### src/rtl/ex_result_forward.sv
// ex_result_forward
//   Return path of the ALU operand network. Each EX result is captured into a
//   MEM-stage register and then a WB-stage register. In-flight destinations
//   are compared against the decode-stage sources to drive the ALU A/B
//   forward muxes. The block also flags load-use hazards and drives the
//   register-file write port.
//
// Optional build macro:
//   FWD_WB_BYPASS_EN  when defined, WB-stage forwarding is enabled (sel=10).
//                     When undefined, only sel=00/01 occur, and the register
//                     file must write through in the same cycle.
//
// Ports:
//   clk, rst_n                      clock (rising edge), async active-low reset
//   ex_valid/ex_we/ex_is_load       EX-stage instruction attributes
//   ex_rd, ex_result                EX destination and ALU result (address for loads)
//   mem_rdata                       load data for the MEM-stage instruction
//   stall                           freeze both pipeline registers
//   flush                           kill the instruction entering MEM (beats stall)
//   id_ra/id_rb, id_r*_used         decode-stage sources and their use flags
//   fwd_{a,b}_sel                   00 regfile, 01 MEM result, 10 WB data
//   fwd_{a,b}_data                  selected forward value, 0 when sel=00
//   load_use_stall                  decode must hold one cycle
//   wb_we/wb_rd/wb_data             register-file write port (registered)

// Per-operand compare/select. MEM wins over WB because it holds the newer
// producer. mem_match is exported so the top can build the load-use term.
module ex_fwd_lane #(
  parameter int DW = 16,
  parameter int RW = 4
) (
  input  logic          mem_ok,      // MEM entry may forward (valid, writes, not a load)
  input  logic [RW-1:0] mem_rd,
  input  logic [DW-1:0] mem_result,
  input  logic          wb_ok,       // WB entry may forward
  input  logic [RW-1:0] wb_rd,
  input  logic [DW-1:0] wb_data,
  input  logic [RW-1:0] src_rd,
  input  logic          src_used,
  output logic [1:0]    sel,
  output logic [DW-1:0] data,
  output logic          mem_match
);
  always_comb begin
    mem_match = src_used & (mem_rd == src_rd);
    sel       = 2'b00;
    data      = '0;
    if (mem_ok & mem_match) begin
      sel  = 2'b01;
      data = mem_result;
    end else if (wb_ok & src_used & (wb_rd == src_rd)) begin
      sel  = 2'b10;
      data = wb_data;
    end
  end
endmodule

module ex_result_forward #(
  parameter int DW = 16,
  parameter int RW = 4
) (
  input  logic          clk,
  input  logic          rst_n,
  input  logic          ex_valid,
  input  logic          ex_we,
  input  logic          ex_is_load,
  input  logic [RW-1:0] ex_rd,
  input  logic [DW-1:0] ex_result,
  input  logic [DW-1:0] mem_rdata,
  input  logic          stall,
  input  logic          flush,
  input  logic [RW-1:0] id_ra,
  input  logic [RW-1:0] id_rb,
  input  logic          id_ra_used,
  input  logic          id_rb_used,
  output logic [1:0]    fwd_a_sel,
  output logic [1:0]    fwd_b_sel,
  output logic [DW-1:0] fwd_a_data,
  output logic [DW-1:0] fwd_b_data,
  output logic          load_use_stall,
  output logic          wb_we,
  output logic [RW-1:0] wb_rd,
  output logic [DW-1:0] wb_data
);
  localparam int STAGES  = 2;   // 1 = MEM, 2 = WB
  localparam int NUM_OPS = 2;   // 0 = A, 1 = B

`ifdef FWD_WB_BYPASS_EN
  localparam logic WB_FWD_EN = 1'b1;
`else
  // Tied off rather than removed so the WB compare folds away in synthesis.
  localparam logic WB_FWD_EN = 1'b0;
`endif

  typedef struct packed {
    logic          we;
    logic          is_load;
    logic [RW-1:0] rd;
    logic [DW-1:0] result;
  } mem_st_t;

  typedef struct packed {
    logic          we;
    logic [RW-1:0] rd;
    logic [DW-1:0] data;
  } wb_st_t;

  logic [STAGES:1] vld_pipe_d, vld_pipe_q;
  mem_st_t         mem_d, mem_q;
  wb_st_t          wb_d, wb_q;

  // Pipeline registers. On flush only the MEM valid is dropped; the payload
  // is left alone since nothing downstream looks at it without the valid.
  always_comb begin
    vld_pipe_d = vld_pipe_q;
    mem_d      = mem_q;
    wb_d       = wb_q;
    if (flush) begin
      vld_pipe_d[1] = 1'b0;
    end else if (!stall) begin
      vld_pipe_d[1] = ex_valid;
      mem_d.we      = ex_we;
      mem_d.is_load = ex_is_load;
      mem_d.rd      = ex_rd;
      mem_d.result  = ex_result;
    end
    if (!stall) begin
      vld_pipe_d[2] = vld_pipe_q[1];
      wb_d.we       = vld_pipe_q[1] & mem_q.we;
      wb_d.rd       = mem_q.rd;
      wb_d.data     = mem_q.is_load ? mem_rdata : mem_q.result;
    end
  end

  always_ff @(posedge clk or negedge rst_n) begin
    if (!rst_n) begin
      vld_pipe_q <= '0;
      mem_q      <= '0;
      wb_q       <= '0;
    end else begin
      vld_pipe_q <= vld_pipe_d;
      mem_q      <= mem_d;
      wb_q       <= wb_d;
    end
  end

  // Loads have no data in MEM yet, so they never forward from there.
  logic mem_ok, wb_ok;
  assign mem_ok = vld_pipe_q[1] & mem_q.we & ~mem_q.is_load;
  assign wb_ok  = WB_FWD_EN & vld_pipe_q[2] & wb_q.we;

  logic [NUM_OPS-1:0][RW-1:0] src_rd;
  logic [NUM_OPS-1:0]         src_used;
  logic [NUM_OPS-1:0][1:0]    sel;
  logic [NUM_OPS-1:0][DW-1:0] data;
  logic [NUM_OPS-1:0]         mem_match;

  assign src_rd   = {id_rb, id_ra};
  assign src_used = {id_rb_used, id_ra_used};

  for (genvar g = 0; g < NUM_OPS; g++) begin : g_lane
    ex_fwd_lane #(.DW(DW), .RW(RW)) u_lane (
      .mem_ok     (mem_ok),
      .mem_rd     (mem_q.rd),
      .mem_result (mem_q.result),
      .wb_ok      (wb_ok),
      .wb_rd      (wb_q.rd),
      .wb_data    (wb_q.data),
      .src_rd     (src_rd[g]),
      .src_used   (src_used[g]),
      .sel        (sel[g]),
      .data       (data[g]),
      .mem_match  (mem_match[g])
    );
  end

  assign fwd_a_sel  = sel[0];
  assign fwd_b_sel  = sel[1];
  assign fwd_a_data = data[0];
  assign fwd_b_data = data[1];

  // A load in MEM feeding decode: hold one cycle, then it forwards from WB.
  assign load_use_stall = vld_pipe_q[1] & mem_q.we & mem_q.is_load & (|mem_match);

  assign wb_we   = wb_q.we;
  assign wb_rd   = wb_q.rd;
  assign wb_data = wb_q.data;
endmodule

### config.mk
export PLATFORM = sky130hd
export DESIGN_NAME = ex_result_forward
export DESIGN_NICKNAME = d
export VERILOG_FILES = /design/src/rtl/ex_result_forward.sv
export SDC_FILE = /design/constraint.sdc
export NUM_CORES = 1
export LEC_CHECK = 0
export BUFFER_PORTS_ARGS = -buffer_cell sky130_fd_sc_hd__buf_4
export CELL_PAD_IN_SITES_DETAIL_PLACEMENT = 1
export CELL_PAD_IN_SITES_GLOBAL_PLACEMENT = 1
export CORE_MARGIN = 2
export CORE_UTILIZATION = 37
export CTS_BUF_LIST = sky130_fd_sc_hd__clkbuf_16
export CTS_CLUSTER_DIAMETER = 40
export DETAILED_ROUTE_END_ITERATION = 10
export GPL_ROUTABILITY_DRIVEN = 0
export GPL_TIMING_DRIVEN = 0
export PLACE_DENSITY = 0.84
export SLEW_MARGIN = 30
export SYNTH_ARGS = -nofsm -noshare
export SYNTH_HDL_FRONTEND = slang
export SYNTH_SLANG_ARGS = --single-unit
### constraint.sdc
create_clock -name clk -period 4.1 [get_ports clk]
set_clock_uncertainty 0.15 [all_clocks]
set_input_delay 0.615 -clock clk [delete_from_list [all_inputs] [get_ports clk]]
set_output_delay 0.615 -clock clk [all_outputs]
set_load 0.02 [all_outputs]
## Word-level counts from Yosys, hierarchy flattened

Cells that the tools add are included.

| storage, ports and cells | value |
|---|---|
| input bits | 53 |
| memories | 0 |
| bits in writable memories | 0 |
| latch bits | 0 |
| register bits after elaboration | 44 |
| bits in read-only memories | 0 |

| cells by class | value |
|---|---|
| $mul | 0 |
| reductions and logical operators | 2 |
| equal/unequal tests | 3 |
| mux-type cells | 7 |
| div/mod/pow operators | 0 |
| add/subtract/negate cells | 0 |
| $lt $le $gt $ge | 0 |
| shift-type cells | 0 |
| bitwise gates (word level) | 11 |

Operators by type and width:

| cell | count |
|---|---|
| two-way mux 16 bit | 3 |
| bitwise AND 1 bit | 8 |
| equality test 4 bit | 2 |
| two-way mux 1 bit | 4 |
| NOT 1 bit | 3 |
| inequality test 2 x 1 -> 1 bit, second input constant | 1 |
| AND reduction 2 bit | 1 |
| OR reduction 2 bit | 1 |

## Logic depth before layout (Yosys ltp)

| depth | value |
|---|---|
| depth after elaboration | 4 |
| gate-level depth with buffers | 6 |
| gate-level depth less buffers | 3 |

## Cells and area by module

A second synthesis with hierarchy kept.

| second synthesis, totals | value |
|---|---|
| cells, all modules | 279 |
| area total of the unflattened synthesis | 3076.7 µm² |

Modules (own cells, without submodules):

| module | sequential area each (µm²) | area each (µm²) | cells each | times used |
|---|---|---|---|---|
| ex_result_forward | 1101.1 | 1893.1 | 135 | 1 |
| ex_fwd_lane | 0.0 | 591.8 | 72 | 2 |

## Worst setup path after synthesis

OpenSTA, ideal clock, no wires.

| timing path | value |
|---|---|
| path kind | input port to output port |
| from | in id_rb[3] |
| to | out load_use_stall |
| stages | 3 |
| data required time | 3.335 ns |
| path buffers | 0 |
| arrival time | 1.604 ns |
| slack | 1.731 ns |
| cell sequence | xnor2_1 -> nand3_2 -> o32ai_1 |

| on the way | value |
|---|---|
| longest elaborated chain between the ends | 4 |

RTL lines:

| item | RTL line | RTL |
|---|---|---|
| from (decl) | 73 | `input logic [RW-1:0] id_rb,` |
| equality test 4 bit | 45 | `mem_match = src_used & (mem_rd == src_rd);` |
| bitwise AND 1 bit | 45 |  |
| OR reduction 2 bit | 183 | `assign load_use_stall = vld_pipe_q[1] & mem_q.we & mem_q.is_load & (\|mem_match);` |
| bitwise AND 1 bit | 183 |  |
| to (decl) | 80 | `output logic load_use_stall,` |

No other way between the ends.

## Final worst setup path

| timing path | value |
|---|---|
| from | in id_rb[2] |
| to | out fwd_b_data[9] |

| on the way | value |
|---|---|
| longest elaborated chain between the ends | 4 |

RTL lines:

| item | RTL line | RTL |
|---|---|---|
| equality test 4 bit | 45 |  |
| bitwise AND 1 bit | 45 |  |
| bitwise AND 1 bit | 48 | `if (mem_ok & mem_match) begin` |
| two-way mux 16 bit | 48 |  |
| to (decl) | 79 | `output logic [DW-1:0] fwd_b_data,` |

No other way between the ends.

==> metrics.yaml <==
detail-route-antenna-nets: 0
status: "complete, no violations"
grt_pass1_wl_microns: 11900
numCtsBuffers: 5
syn_avg_cell_area_sq_um: 11.2
ys_ff_latch: 44
ir_drop_uv: 178
setup.worst_path.end_class: "output pin"
pin_count: 111
synth_area_leaders: "dfrtp_1 (48%), mux2_2 (13%), nor3_2 (8.7%), a21o_1 (5.2%), nand2b_1 (4.3%)"
die_w_microns: 82.9
synthArstFlopShare_pct: 100
tightestPinTransition_ps: 572
synth_ff_type: "dfrtp_1"
grt_pass1_vias: 2255
yosysUniqueCellTypes: 23
hpwl_microns: 5550
crit_family: "buffers and inverters"
period_minus_slack_ps: 2690
hold_viol_final: 0
dieArea_sq_um: 6880
path_cells: "buf_4, xnor2_1, nand3_2, buf_4, nor3_2, buf_4"
area_delta_synth_final_pct: 45.4
power_density_nw_per_um2: 391
netlist.area_leader.share_pct: 47.8
drt_wl_total_microns: 7440
combPwrFrac_pct: 28.9
worst_ep_arrival_time_ps: 1930
cts-root-buf: "clkbuf_16"
dp.cells: 390
drt-initial-drc-count: 69
setup_viol: 0
gr-total-overflow: 0
core_sq_um: 5960
postCtsSetupRepairBufs: 0
die_y_microns: 82.9
setup_tns_ps: 0
cp.required_ps: 3340
clk_latency_ps: 290
drv_slew: 0
row_count: 28
viasPerCell: 5.09
slowest_stage: "xnor2_1"
path_clk_slew_ps: 60
stdcell_count: 398
cp_max_fo: 10
p_sw_mw: 0.412
antenna_found_initial: 0
diodes: 0
max_slew_margin_pct: 61.8
startpoint_type: "input pin"
clk_path_buf_depth: 2
synth_top_area_cell: "dfrtp_1"
synthCells: 206
intPower_mw: 0.898
drive_gt1_share_pct: 56.0
path_buf_inv: 3
fin_crit_sh_pct: 65.6
drcViolationCount: 0
holdWs_ps: 171
hold_class: "input pin to async pin"
start_util_pct: 38.7
worstSetupPathType: "input pin to output pin"
max_freq_mhz: 372
routedWlPerCell_microns: 18.7
grt_max_degree: 45
cts_hold_buf: 0
cpPeakStageDelay_ps: 270
rsz0062_at_grt: "no"
leakagePower_nw: 1.60
clkSinkCount: 44
synth_edf_count: 0
nNetsFinal: 375
synthesis.area_sq_um: 2300
cts_tree: "yes"
track_usage_pct: 21.9
synth-seq-area-share_pct: 47.8
clockPowerShare_pct: 29.4
vias: 2027
maxCapViolCount: 0
dr.pass1.iters: 4
portBuffers: 108
crit_top_cell: "buf_4"
seqPwrFrac_pct: 41.7
htree_levels: 2
cts-resized-gates: 0
yosysWarnings: 0
switching_share_pct: 31.5
==> final timing paths <==
check	from	slack, ps	cells after the start	to
setup / recovery	id_rb[2]	1410	6	fwd_b_data[9]
hold reg to reg	wb_data[12]$_DFFE_PN0N_	330	1	wb_data[12]$_DFFE_PN0N_
max in group asynchronous	rst_n	3240	1	wb_data[8]$_DFFE_PN0N_
hold / removal	rst_n	170	1	mem_q[18]$_DFFE_PN0P_
min in group clk	wb_data[12]$_DFFE_PN0N_	330	1	wb_data[12]$_DFFE_PN0N_
setup reg to reg	mem_q[20]$_DFFE_PN0P_	2640	6	wb_data[13]$_DFFE_PN0N_
==> metrics by stage <==
step	util, %	instance area (sq um)	worst slack, ps	total power, mW
6_report	56.3	3350	1410	1.31
5_1_grt	56.3	3350	1340	1.37
4_1_cts	56.3	3350	1430	1.32
3_5_place_dp	53.9	3210	1510	0.933
3_3_place_gp	53.9	3210	1550	0.916
2_1_floorplan	-	2310	1730	0.767
==> synth_stat cells (3+ instances only) <==
library cell	instances
nand2b_1	16
a21o_1	16
nor3_1	14
xnor2_1	8
buf_2	6
mux2_2	26
buf_4	6
nor3_2	20
nand3_2	4
nand2_1	17
a21oi_1	16
buf_6	3
dfrtp_1	44
==> power groups by stage <==
stage / registers [mW] / clock network (mW) / logic (mW)
after floorplan: 0.589 / 0 / 0.178
after global placement: 0.549 / 0 / 0.367
after detailed placement: 0.554 / 0 / 0.379
after CTS: 0.547 / 0.390 / 0.381
after global routing: 0.556 / 0.408 / 0.407
final: 0.547 / 0.385 / 0.378
==> cell usage in the layout, fill, tap and decap left out, types with 3 or more instances in the layout <==
| cell type | synthesis | routed |
|---|---|---|
| nand3_2 | 4 | 4 |
| xnor2_1 | 8 | 8 |
| buf_2 | 6 | 6 |
| mux2_2 | 26 | 26 |
| buf_6 | 3 | 3 |
| nand2_1 | 17 | 17 |
| nor3_2 | 20 | 20 |
| nor3_1 | 14 | 14 |
| buf_4 | 6 | 114 |
| nand2b_1 | 16 | 16 |
| clkbuf_16 | 0 | 5 |
| a21o_1 | 16 | 16 |
| dfrtp_1 | 44 | 44 |
| a21oi_1 | 16 | 16 |
==> final cells by class <==
class | count | area, sq um
flip-flops and latches | 44 | 1100
multi-input cells | 146 | 1090
well taps | 75 | 93.8
fillers | 687 | 2600
repair buffers | 108 | 811
clock buffers | 5 | 125
clock inverters | 3 | 13.8
inverters | 1 | 3.75
plain buffers | 16 | 113
==> routing by layer <==
metal	global-route usage (%)	up-vias	part of all wire (%)
met5	0	-	0
li1	-	943	-
met2	39.7	81	52
met1	25.3	987	39
met4	7.45	0	2.3
met3	4.87	16	6.3
==> state kept, by name, indices dropped and copies added, names as in the netlist <==
| register | count |
|---|---|
| mem_q | 22 |
| vld_pipe_q | 1 |
| wb_rd | 4 |
| wb_data | 16 |
| wb_we | 1 |
==> cells by family after synthesis <==
| family | after synthesis | synth area share (%) |
|---|---|---|
| other | 1 | 0.163 |
| XOR/XNOR | 8 | 3.04 |
| AND/OR/NAND/NOR | 75 | 21.6 |
| flip-flops | 44 | 47.8 |
| multiplexers | 27 | 13.1 |
| AO/OA/AOI/OAI | 34 | 9.28 |
| buffers and inverters | 17 | 5.05 |
Power figures use the tool's default switching activity.
